### src/rtl/traffic_light_safety_monitor.sv
// traffic_light_safety_monitor
//   Sits between the traffic light controller and the lamp drivers. It passes
//   the four lamp heads through with one cycle of latency and checks every
//   sample. On a violation it latches a fault and drives flashing red until
//   the operator clears it and an all-red recovery interval has completed.
//
// Ports
//   clk, rst                 clock (rising edge), async active-high reset
//   light_M1/S/MT/M2 [2:0]   lamp heads from the controller, {red,yellow,green}
//   clr_fault                operator fault clear, level-sampled
//   out_M1/S/MT/M2 [2:0]     registered lamp drive
//   fault                    high while in FAILSAFE
//   fault_code [2:0]         first-fault cause (1 illegal, 2 conflict,
//                            3 green->red skip, 4 stuck), sticky until cleared
//   flash                    failsafe flash phase, 1 = red lit
module traffic_light_safety_monitor #(
   parameter int MAX_HOLD       = 256,
   parameter int FLASH_HALF     = 25,
   parameter int ALL_RED_CYCLES = 20
) (
   input  logic       clk,
   input  logic       rst,
   input  logic [2:0] light_M1,
   input  logic [2:0] light_S,
   input  logic [2:0] light_MT,
   input  logic [2:0] light_M2,
   input  logic       clr_fault,
   output logic [2:0] out_M1,
   output logic [2:0] out_S,
   output logic [2:0] out_MT,
   output logic [2:0] out_M2,
   output logic       fault,
   output logic [2:0] fault_code,
   output logic       flash
);

   localparam logic [2:0]  RED   = 3'b100;
   localparam logic [2:0]  YEL   = 3'b010;
   localparam logic [2:0]  GRN   = 3'b001;
   localparam logic [2:0]  DARK  = 3'b000;
   localparam logic [15:0] HOLD_LIM   = 16'(MAX_HOLD);
   localparam logic [15:0] FLASH_LAST = 16'(FLASH_HALF - 1);
   localparam logic [15:0] REC_LAST   = 16'(ALL_RED_CYCLES - 1);

   typedef enum logic [1:0] {NORMAL, FAILSAFE, RECOVER} state_t;

   state_t            state;
   logic [3:0][2:0]   lamp;      // index 0 = M1, 1 = S, 2 = MT, 3 = M2
   logic [3:0][2:0]   prev;
   logic [3:0][2:0]   outs;
   logic [3:0][15:0]  hold;
   logic [3:0][15:0]  hold_nxt;
   logic [15:0]       rec_cnt;
   logic [15:0]       flash_cnt;
   logic              illegal, conflict, skip, stuck, dirty;
   logic [2:0]        code;

   assign lamp   = {light_M2, light_MT, light_S, light_M1};
   assign out_M1 = outs[0];
   assign out_S  = outs[1];
   assign out_MT = outs[2];
   assign out_M2 = outs[3];

   // All checks look at the raw inputs against the last accepted sample, so a
   // bad sample is caught before it can be registered onto the outputs.
   always_comb begin
      illegal  = 1'b0;
      skip     = 1'b0;
      stuck    = 1'b0;
      hold_nxt = hold;
      for (int i = 0; i < 4; i++) begin
         if (!(lamp[i] == RED || lamp[i] == YEL || lamp[i] == GRN)) illegal = 1'b1;
         if (prev[i] == GRN && lamp[i] == RED) skip = 1'b1;
         if (lamp[i] != prev[i])
            hold_nxt[i] = '0;
         else if (hold[i] != 16'hFFFF)
            hold_nxt[i] = hold[i] + 16'd1;
         // The entry/change cycle counts as zero, so the fault lands exactly
         // MAX_HOLD cycles after the last change.
         if (hold_nxt[i] >= HOLD_LIM) stuck = 1'b1;
      end
      // Side green may not overlap any main green; turn may not overlap main 2.
      conflict = (lamp[1][0] & (lamp[0][0] | lamp[2][0] | lamp[3][0])) |
                 (lamp[2][0] & lamp[3][0]);
      dirty    = illegal | conflict;
      if (illegal)                          code = 3'd1;
      else if (conflict)                    code = 3'd2;
      else if (state == NORMAL && skip)     code = 3'd3;
      else if (state == NORMAL && stuck)    code = 3'd4;
      else                                  code = 3'd0;
   end

   always_ff @(posedge clk or posedge rst) begin
      if (rst) begin
         state      <= RECOVER;
         outs       <= {4{RED}};
         prev       <= {4{RED}};
         hold       <= '0;
         rec_cnt    <= '0;
         flash_cnt  <= '0;
         flash      <= 1'b0;
         fault      <= 1'b0;
         fault_code <= '0;
      end else begin
         hold <= hold_nxt;
         case (state)
            NORMAL: begin
               if (code != 3'd0) begin
                  state      <= FAILSAFE;
                  fault      <= 1'b1;
                  fault_code <= code;
                  flash      <= 1'b1;
                  flash_cnt  <= '0;
                  outs       <= {4{RED}};
               end else begin
                  outs <= lamp;
                  prev <= lamp;
               end
            end
            FAILSAFE: begin
               if (clr_fault && !dirty) begin
                  state      <= RECOVER;
                  fault      <= 1'b0;
                  fault_code <= '0;
                  flash      <= 1'b0;
                  rec_cnt    <= '0;
                  outs       <= {4{RED}};
               end else if (flash_cnt == FLASH_LAST) begin
                  // Outputs follow the new phase in the same cycle as flash.
                  flash     <= ~flash;
                  flash_cnt <= '0;
                  outs      <= flash ? {4{DARK}} : {4{RED}};
               end else begin
                  flash_cnt <= flash_cnt + 16'd1;
               end
            end
            RECOVER: begin
               if (dirty) begin
                  state      <= FAILSAFE;
                  fault      <= 1'b1;
                  fault_code <= code;
                  flash      <= 1'b1;
                  flash_cnt  <= '0;
                  outs       <= {4{RED}};
               end else if (rec_cnt == REC_LAST) begin
                  state   <= NORMAL;
                  rec_cnt <= '0;
                  outs    <= lamp;
                  prev    <= lamp;
                  hold    <= '0;
               end else begin
                  rec_cnt <= rec_cnt + 16'd1;
               end
            end
            default: state <= RECOVER;
         endcase
      end
   end

endmodule
### config.mk
export PLATFORM = sky130hd
export DESIGN_NAME = traffic_light_safety_monitor
export DESIGN_NICKNAME = d
export VERILOG_FILES = /design/src/rtl/traffic_light_safety_monitor.sv
export SDC_FILE = /design/constraint.sdc
export NUM_CORES = 1
export LEC_CHECK = 0
export CORE_UTILIZATION = 48
export CTS_BUF_LIST = sky130_fd_sc_hd__clkbuf_4 sky130_fd_sc_hd__clkbuf_8
export CTS_CLUSTER_SIZE = 14
export DETAILED_ROUTE_END_ITERATION = 10
export PLACE_DENSITY_LB_ADDON = 0.15
export RECOVER_POWER = 25
export SLEW_MARGIN = 0
export SYNTH_ARGS = -nofsm -noshare
export SYNTH_HDL_FRONTEND = slang
export SYNTH_SLANG_ARGS = --single-unit
### constraint.sdc
create_clock -name clk -period 12.65 [get_ports clk]
set_clock_uncertainty 0.2 [all_clocks]
set_input_delay 2.53 -clock clk [delete_from_list [all_inputs] [get_ports clk]]
set_output_delay 2.53 -clock clk [all_outputs]
set_load 0.1 [all_outputs]
==> run summary <==
Adder-cell area share of the yosys netlist -> 0.0184
Mapped Avg Cell Area -> 8.84 um2
Fill cells -> 1364
First-pass GRT wire length -> 31400 um
GR Overflow Total -> 0
Worst VDD drop -> 0.000155 V
TritonCTS clock tree -> built
Post-route ant nets -> 0
Largest net degree at the start of global routing -> 87
Synth Register Bits -> 127
Sequential-to-total area share from yosys stat -> 0.427
Synth cell types -> 67
MaxCap Viol Count -> 1
Post-synth EDFFs -> 0
Final #Nets -> 884
Syn_nets -> 872
Critical Path Start Type -> primary input
Routed vias/inst -> 6.18
Clock share of power -> 0.260
RSZ-0062 raised after global routing -> no
Final Critical Period -> 6040 ps
R2R cell count -> 10
Number of global-route vias before repair -> 6298
Wirelength per Cell -> 17.4 um
Max Root-Sink Buffers -> 2
Hold WC Path Type -> flop to flop
Crit path capture -> flash_cnt[3]$_DFFE_PP0P_
Post-cts repair resize count -> 0
Final setup vio count -> 0
Multiplexer area fraction after synthesis -> 0.0107
DRT iter0 DRCs -> 492
Pins Over Slew Limit -> 43
Setup bufs post-CTS -> 0
CP Max Fanout -> 23
Die height -> 127 um
Worst-margin pin slew -> 1930 ps
Comb pwr share -> 0.361
Largest family of logic cells by synthesized area -> simple AND/OR/NAND/NOR gates
Main flop type after synthesis -> dfrtp_1
Die Span X -> 127 um
Clock Latency Late Sink -> 460 ps
Sequential power share -> 0.379
Ys async rst share -> 1.00
Most frequent cells in the layout -> dfrtp_1 (118), nor2_1 (101), nand2_1 (73), o21ai_0 (56), nand3_1 (42)
Rows -> 45
Final hold vios -> 0
Num CTS Buffers -> 17
Worst R2R End -> flash_cnt[3]$_DFFE_PP0P_
Failing checks -> capacitance limit, slew limit
Warnings, synthesis -> 0
Detailed placement HPWL -> 12600 um
Pwr Total -> 1.30 mW
Req. time, crit path -> 12770 ps
Synth Area in Simple Gates -> 0.263
Die ar. -> 16100 um2
Initial antenna violation count -> 2
Port Buffers -> 31
Share of cells above drive strength 1 -> 0.0815
Sinks on Clock Net -> 127
Max Fclk -> 0.166 GHz
Clk slew on worst S/H paths -> 80 ps
GRT Overall Usage -> 0.245
Final period util -> 0.477
Mapped Cells -> 846
Clock root cell -> clkbuf_8
Initial Utilization -> 0.492
DRC -> 0
Compound-Gate Fraction of Synth Area -> 0.186
Crit path DAT -> 6160 ps
Boundary Pins -> 32
Commonest non-fill, non-tap cell in the layout -> dfrtp_1
Final TNS setup -> 0 ps
CTS H-tree depth -> 4
Switch Pwr -> 0.545 mW
Via count -> 6556
Max_slew headroom -> -0.294
Worst reg2reg setup slack -> 8440 ps
Internal -> 0.756 mW
Mapped Area -> 7480 um2
Total Routed Length -> 18500 um
Status -> finished with violations
GP Congestion -> 0.919
Crit Reg-Reg Startpoint -> hold[48]$_DFF_PP0_
Critical setup path kind -> primary input to flop
Area grow syn2layout -> 10.1%
CP endpoint kind -> flop
Placeable Area -> 15200 um2
Post-Synth XOR/XNOR Area -> 0.0586
Critical path origin -> light_M2[0]
Power Density -> 158 nW/um2
Static Leak -> 3.31 nW
CTS Hold Bufs -> 0
1st-pass router iterations -> 5
Switch share -> 0.419
[worst max-delay path: stages]
cell	delay [ps]
clkdlybuf4s50_1	710
or4b_1	210
nor3_1	40
or4_1	570
nor3_1	340
nand2_1	160
nor4b_1	280
and3_1	750
or2_1	400
o221ai_1	150
[state kept, by name, indices dropped and copies added (netlist names)]
signal and cells:
hold 64, flash_cnt 16, rec_cnt 16, prev 12
fault_code 3, out_M1 3, out_M2 3, out_MT 3
out_S 3, state 2, fault 1, flash 1
[power by group through the flow]
| stage | Clock, mW | Combinational (mW) | Sequential (mW) |
|---|---|---|---|
| finish | 0.338 | 0.469 | 0.493 |
| global route | 0.365 | 0.513 | 0.499 |
| CTS | 0.345 | 0.471 | 0.492 |
| detailed placement | 0 | 0.469 | 0.499 |
| global placement | 0 | 0.461 | 0.498 |
| floorplan | 0 | 0.264 | 0.593 |
[per-stage QoR]
| stage | area (um2) | hold WS, ps | util | setup slack, ps | cells |
|---|---|---|---|---|---|
| floorplan | 7480 | 252 | - | 6550 | 846 |
| global placement | 7860 | 279 | 0.517 | 6300 | 1027 |
| detailed placement | 7860 | 293 | 0.517 | 6160 | 1027 |
| CTS | 8230 | 307 | 0.541 | 6640 | 1059 |
| global route | 8230 | 322 | 0.542 | 6430 | 1061 |
| finish | 8230 | 307 | 0.542 | 6610 | 1061 |
[final cells by class]
type | instances | area (um2) | area share
multi-input cells | 654 | 4010 | 0.488
flip-flops and latches | 127 | 3190 | 0.387
repair buffers | 32 | 318 | 0.0386
clock buffers | 19 | 255 | 0.0310
well taps | 188 | 235 | 0.0286
clock inverters | 13 | 118 | 0.0143
inverters | 26 | 98.8 | 0.0120
diodes | 2 | 5.00 | 0.000608
[logic make-up (layout without fill, tap and decap cells)]
| group | Yosys count | in the layout |
|---|---|---|
| buffers and inverters | 65 | 90 |
| other | 0 | 2 |
| multiplexers | 8 | 8 |
| AO/OA/AOI/OAI | 203 | 203 |
| adder cells (fa/ha/maj) | 11 | 11 |
| AND/OR/NAND/NOR | 382 | 382 |
| flip-flops | 127 | 127 |
| XOR/XNOR | 50 | 50 |
[per-layer routing]
metal | part of all wire | track usage
met5 | 0 | 0
met4 | 0.014 | 0.0938
met3 | 0.048 | 0.0548
met2 | 0.47 | 0.380
met1 | 0.47 | 0.334
[worst min path at each step]
stage               slack, ps                        end                       from  cells past startpoint
floorplan                 250  flash_cnt[15]$_DFFE_PP0P_  flash_cnt[15]$_DFFE_PP0P_                      1
global placement          280  flash_cnt[15]$_DFFE_PP0P_  flash_cnt[15]$_DFFE_PP0P_                      1
detailed placement        290      out_M2[1]$_DFFE_PP0P_      out_M2[1]$_DFFE_PP0P_                      1
CTS                       310       out_S[2]$_DFFE_PP1P_       out_S[2]$_DFFE_PP1P_                      2
global route              320  flash_cnt[15]$_DFFE_PP0P_  flash_cnt[15]$_DFFE_PP0P_                      1
finish                    310       out_S[2]$_DFFE_PP1P_       out_S[2]$_DFFE_PP1P_                      2
[Yosys cell counts (16+ instances only)]
cell type	n	area, um2
xor2_1	23	201
o31ai_1	16	120
nor3_1	27	135
clkbuf_1	23	86.3
and3_1	32	200
nand2_1	73	274
xnor2_1	27	236
inv_1	26	97.6
nor2_1	101	379
a21oi_1	37	185
dfrtp_1	118	2950
nand3_1	42	210
o21ai_0	56	280
nand4_1	36	225
Note: power is estimated with default switching activity, not from simulation.
==> edit 1 (config.mk and constraints unchanged) <==
Register the outputs `out_M1`, `out_S`, `out_MT` and `out_M2`, cleared by the reset; this adds one clock of latency there. The other outputs are not delayed to match. Comments in the files are not updated.
--- a/src/rtl/traffic_light_safety_monitor.sv
+++ b/src/rtl/traffic_light_safety_monitor.sv
@@ -56,10 +56,19 @@
    logic [2:0]        code;
 
    assign lamp   = {light_M2, light_MT, light_S, light_M1};
-   assign out_M1 = outs[0];
-   assign out_S  = outs[1];
-   assign out_MT = outs[2];
-   assign out_M2 = outs[3];
+   always_ff @(posedge clk or posedge rst) begin
+      if (rst) begin
+         out_M1 <= '0;
+         out_S  <= '0;
+         out_MT <= '0;
+         out_M2 <= '0;
+      end else begin
+         out_M1 <= outs[0];
+         out_S  <= outs[1];
+         out_MT <= outs[2];
+         out_M2 <= outs[3];
+      end
+   end
 
    // All checks look at the raw inputs against the last accepted sample, so a
    // bad sample is caught before it can be registered onto the outputs.
Check against the original RTL: not equivalent (a bounded check fails within 4 cycles, from zero or initial values and one cycle with rst high).
==> edit 1 against the original RTL <==
The run still ends with max-capacitance violations, max-slew violations left. Largest power group unchanged. Critical endpoint is now flash_cnt[1]. Area after synthesis up 2.6%. Via count down 5.8%. Sequential power up 6.1%. Worst setup slack better by 270 ps. Utilization up 1.7 points. First-iteration DRC count down 11%. Design area up 4.7%. Routed wire length down 7.2%. Synthesized cell count down 4.1%. Non-clock buffer count up 4. Sequential cell count up 12. Sequential share of layout area up 1.7 points. Power down 0.42%. Count of clock-buffer cells in the layout up 1.
==> edit 1: results (changes against the original RTL) <==
status -> finished, violations left
failing checks -> max-capacitance violations, max-slew violations
CP delay by family, top -> compound AO/OA/AOI/OAI gates
met2 routed WL -> 8110 µm (-6.1%)
# fillers -> 1,410 (+3.4%)
fin nets -> 867 (-1.9%)
M1 GR Usage -> 31.4% (-2.0 points)
Leakage -> 3.52 nW (+6.2%)
CP peak stage delay -> 600 ps (-150 ps)
CP Max Fanout -> 19 (-17%)
Synthesized Nets -> 837 (-4.0%)
multiplexer share of the synthesized area -> 5.41% (+4.3 points)
slowest CP cell -> clkdlybuf4s50_1
via count of the first global-routing pass -> 5,869 (-6.8%)
Sw Ratio -> 36.2% (-5.7 points)
Post-Synth Adder-Cell Area -> 1.79% (-0.047 points)
register area share after synthesis -> 45.5% (+2.8 points)
max_cap viols -> 1 (unchanged)
crit path DAT -> 5950 ps (-210 ps)
Synth area leaders -> dfrtp_1 42%, nor2_1 4.4%, nand2_1 3.7%, o21ai_0 3.3%, xnor2_1 3.3%
post-synthesis compound-gate area fraction -> 14.1% (-4.5 points)
Post-synth top cells -> 130 x dfrtp_1, 90 x nor2_1, 75 x nand2_1, 51 x o21ai_0, 39 x nand3_1
Distinct cells, synth -> 69 (+3.0%)
fraction of synthesized cell area in xor and xnor cells -> 6.28% (+0.42 points)
TritonRoute pass-1 iters -> 4 (-1)
largest net degree at the start of global routing -> 83 (-4.6%)
met3 GRT Util -> 4.66% (-0.83 points)
Worst Tran Pin Value -> 2480 ps (+553 ps)
first-pass GRT wire length -> 29,300 µm (-6.8%)
total track usage -> 22.4% (-2.1 points)
GRT met2 Usage -> 34.9% (-3.2 points)
VDD IR max -> 105 µV (-32%)
CTS clock-pin slew for the worst setup and hold paths -> 80 ps (about the same)
Metal-1 WL -> 8280 µm (-4.5%)
layout cell share with drive strength beyond 1 -> 10.2% (+2.0 points)
Slew Limit Fails -> 59 (+37%)
-- edit 1: cell types whose count changed in the layout (fill, tap and decap cells not counted), sizes merged, moves of 7 or more --
cell	before	now
inv	25	34
nor2	101	90
nand4	37	30
mux2	0	14
and3	32	11
dfrtp	118	130
a221oi	10	1
a21oi	37	29
a22o	8	0
mux2i	8	22
nor2b	2	10
-- edit 1: stage by stage --
stage / total power, mW / std cells / worst slack (ps) / area (µm²)
2_1_floorplan: 0.819 / 811 / 6210 / 7670
3_5_place_dp: 0.916 / 1033 / 6420 / 8200
3_3_place_gp: 0.906 / 1033 / 6480 / 8200
5_1_grt: 1.37 / 1065 / 6670 / 8620
6_report: 1.30 / 1065 / 6890 / 8620
4_1_cts: 1.31 / 1065 / 6900 / 8620
-- edit 1: worst paths after layout --
check | start | end | slack [ps] | depth (start not counted)
hold reg to reg | outs[3] | out_S[0] | 180 | 0
hold / removal | outs[3] | out_S[0] | 180 | 0
min in group asynchronous | rst | hold[39] | 3020 | 2
setup / recovery | light_M2[0] | flash_cnt[1] | 6890 | 11
max in group asynchronous | rst | flash_cnt[8] | 7300 | 3
setup reg to reg | hold[16] | flash_cnt[1] | 8590 | 9
-- edit 1: power by group through the flow --
stage	sequential [mW]	combinational, mW	clock, mW
3_5_place_dp	0.532	0.384	0
3_3_place_gp	0.529	0.377	0
4_1_cts	0.523	0.385	0.398
6_report	0.523	0.384	0.388
5_1_grt	0.528	0.427	0.419
2_1_floorplan	0.584	0.236	0
-- edit 1: layout make-up --
cell class	count	area, µm²	area share (%)
Multi-Input combinational cell	614	3970	46.0
Sequential cell	139	3490	40.5
Timing Repair Buffer	36	348	4.04
Tap cell	211	264	3.06
Clock buffer	20	263	3.05
Clock inverter	12	165	1.92
Inverter	33	125	1.45
==> edit 2 (same flow settings) <==
Without the edit above. Change the parameter `MAX_HOLD` from 256 to 192.
--- a/src/rtl/traffic_light_safety_monitor.sv
+++ b/src/rtl/traffic_light_safety_monitor.sv
@@ -14,7 +14,7 @@
 //                            3 green->red skip, 4 stuck), sticky until cleared
 //   flash                    failsafe flash phase, 1 = red lit
 module traffic_light_safety_monitor #(
-   parameter int MAX_HOLD       = 256,
+   parameter int MAX_HOLD       = 192,
    parameter int FLASH_HALF     = 25,
    parameter int ALL_RED_CYCLES = 20
 ) (
Function: same outputs for any inputs over 10 cycles, from zero or initial values and one cycle with rst high; that may be too few to reach the edited logic, so the function may still have changed.
==> edit 2 against the original RTL <==
The run still ends with max-capacitance violations, max-slew violations left. Utilization is 0.23 points lower. Sequential cell count did not move. Design area rose by 4.1%. Final cell count grew 5.7%. Sequential share of layout area down 1.5 points. Count of clock-buffer cells in the layout rose by 4. Worst setup slack worse by 230 ps. Power is 1.3% higher. Area after synthesis increased by 4.3%. Via count up 2.3%. Maximum frequency is 3.7% lower. Combinational power is 2% higher. Routed wire length increased by 0.18%.
==> edit 2: results (changes against the original RTL) <==
syn avg cell area -> 8.78 µm² (-0.66%)
Synthesized Nets -> 914 (+4.8%)
Post-synth top cells -> 118 x dfrtp_1, 115 x nor2_1, 59 x nand2_1, 52 x o21ai_0, 44 x nand3_1
Worst Tran Pin Value -> 3130 ps (+1200 ps)
Leakage -> 3.50 nW (+5.7%)
HPWL after DPL -> 12,900 µm (+2.1%)
routed len/inst -> 16.5 µm (-5.3%)
max_cap viols -> 1 (unchanged)
Tmin final -> 6270 ps (+230 ps)
# fillers -> 1,504 (+10%)
layout cell share with drive strength beyond 1 -> 8.28% (+0.13 points)
CP peak stage delay -> 710 ps (-40 ps)
VDD IR max -> 113 µV (-27%)
crit path DAT -> 6350 ps (+190 ps)
largest net degree at the start of global routing -> 71 (-18%)
Synth area leaders -> dfrtp_1 38%, nor2_1 5.5%, xnor2_1 3.6%, o21ai_0 3.3%, nand4_1 3.1%
Non-Filler Instances -> 1,122 (+5.7%)
CP Max Fanout -> 17 (-26%)
Final Wtd Congestion -> 0.878 (-4.5%)
DR vias/cell -> 5.98 (-3.3%)
via count of the first global-routing pass -> 6,303 (+0.079%)
diode count -> 0 (-2)
fin nets -> 921 (+4.2%)
DP Area -> 8190 µm² (+4.2%)
multiplexer share of the synthesized area -> 1.17% (+0.10 points)
register area share after synthesis -> 40.9% (-1.7 points)
post-synthesis compound-gate area fraction -> 19.5% (+0.86 points)
status -> finished, violations left
DRT iter0 DRCs -> 514 (+4.5%)
PD cells -> 154 nW/µm² (-2.7%)
Clock Tree Root -> clkbuf_8
failing checks -> max-capacitance violations, max-slew violations
Post-Synth Adder-Cell Area -> 1.77% (-0.075 points)
Setup Fix Bufs, Post-CTS -> 0 (unchanged)
first-pass GRT wire length -> 31,300 µm (-0.44%)
total track usage -> 23.6% (-0.90 points)
Slew Limit Fails -> 71 (+65%)
CP delay by family, top -> compound AO/OA/AOI/OAI gates
Distinct cells, synth -> 73 (+9.0%)
## edit 2: cell types whose count changed after synthesis, sizes merged, moves of 5 or more
| cell | change |
|---|---|
| and4 | +6 |
| xnor2 | +5 |
| o22a | -8 |
| o31ai | +11 |
| nand2 | -14 |
| o22ai | -13 |
| xor2 | -5 |
| o21ai | +13 |
| nor2 | +14 |
| inv | +5 |
## edit 2: final timing paths
check,slack [ps],from,depth (start not counted),endpoint
max,6380,light_S[0],10,prev[1]
min,280,flash_cnt[15],1,flash_cnt[15]
max reg2reg,8020,hold[32],10,prev[1]
min reg2reg,280,flash_cnt[15],1,flash_cnt[15]
max in group asynchronous,7210,rst,3,hold[54]
min in group asynchronous,3240,rst,2,flash_cnt[11]
## edit 2: kinds of logic after synthesis
| logic type | count (synthesis) |
|---|---|
| xor+xnor | 50 |
| simple gates | 398 |
| compound gates | 217 |
| fa+ha+maj | 11 |
| buf+inv | 76 |
| mux | 9 |
| flops | 127 |
## edit 2: report_power, final
part	leakage, nW	total [mW]	switching (mW)	internal, mW
Sequential	1.69	0.495	0.0394	0.456
Combinational	1.61	0.477	0.328	0.148
Clock	0.199	0.346	0.155	0.190
## edit 2: cell type report
class / count / area share [%]
Tap cell: 216 / 3.15
Timing Repair Buffer: 33 / 3.80
Clock buffer: 23 / 3.40
Clock inverter: 7 / 1.02
Multi-Input combinational cell: 685 / 50.0
Sequential cell: 127 / 37.2
Inverter: 31 / 1.37
## edit 2: routing by layer
| metal | global-route usage, % | share of wire, % | vias to the layer above |
|---|---|---|---|
| li1 | - | - | 3291 |
| met1 | 32.3 | 48 | 3268 |
| met2 | 37.7 | 47 | 123 |
| met3 | 4.38 | 3.4 | 23 |
| met4 | 7.87 | 1.5 | 0 |
| met5 | 0 | 0 | - |
## edit 2: metrics by stage
step                      worst slack, ps  total power [mW]
after floorplan                      6550             0.872
after global placement               6060             0.968
after detailed placement             5970             0.977
after CTS                            6430              1.33
after global routing                 6130              1.40
final                                6380              1.32
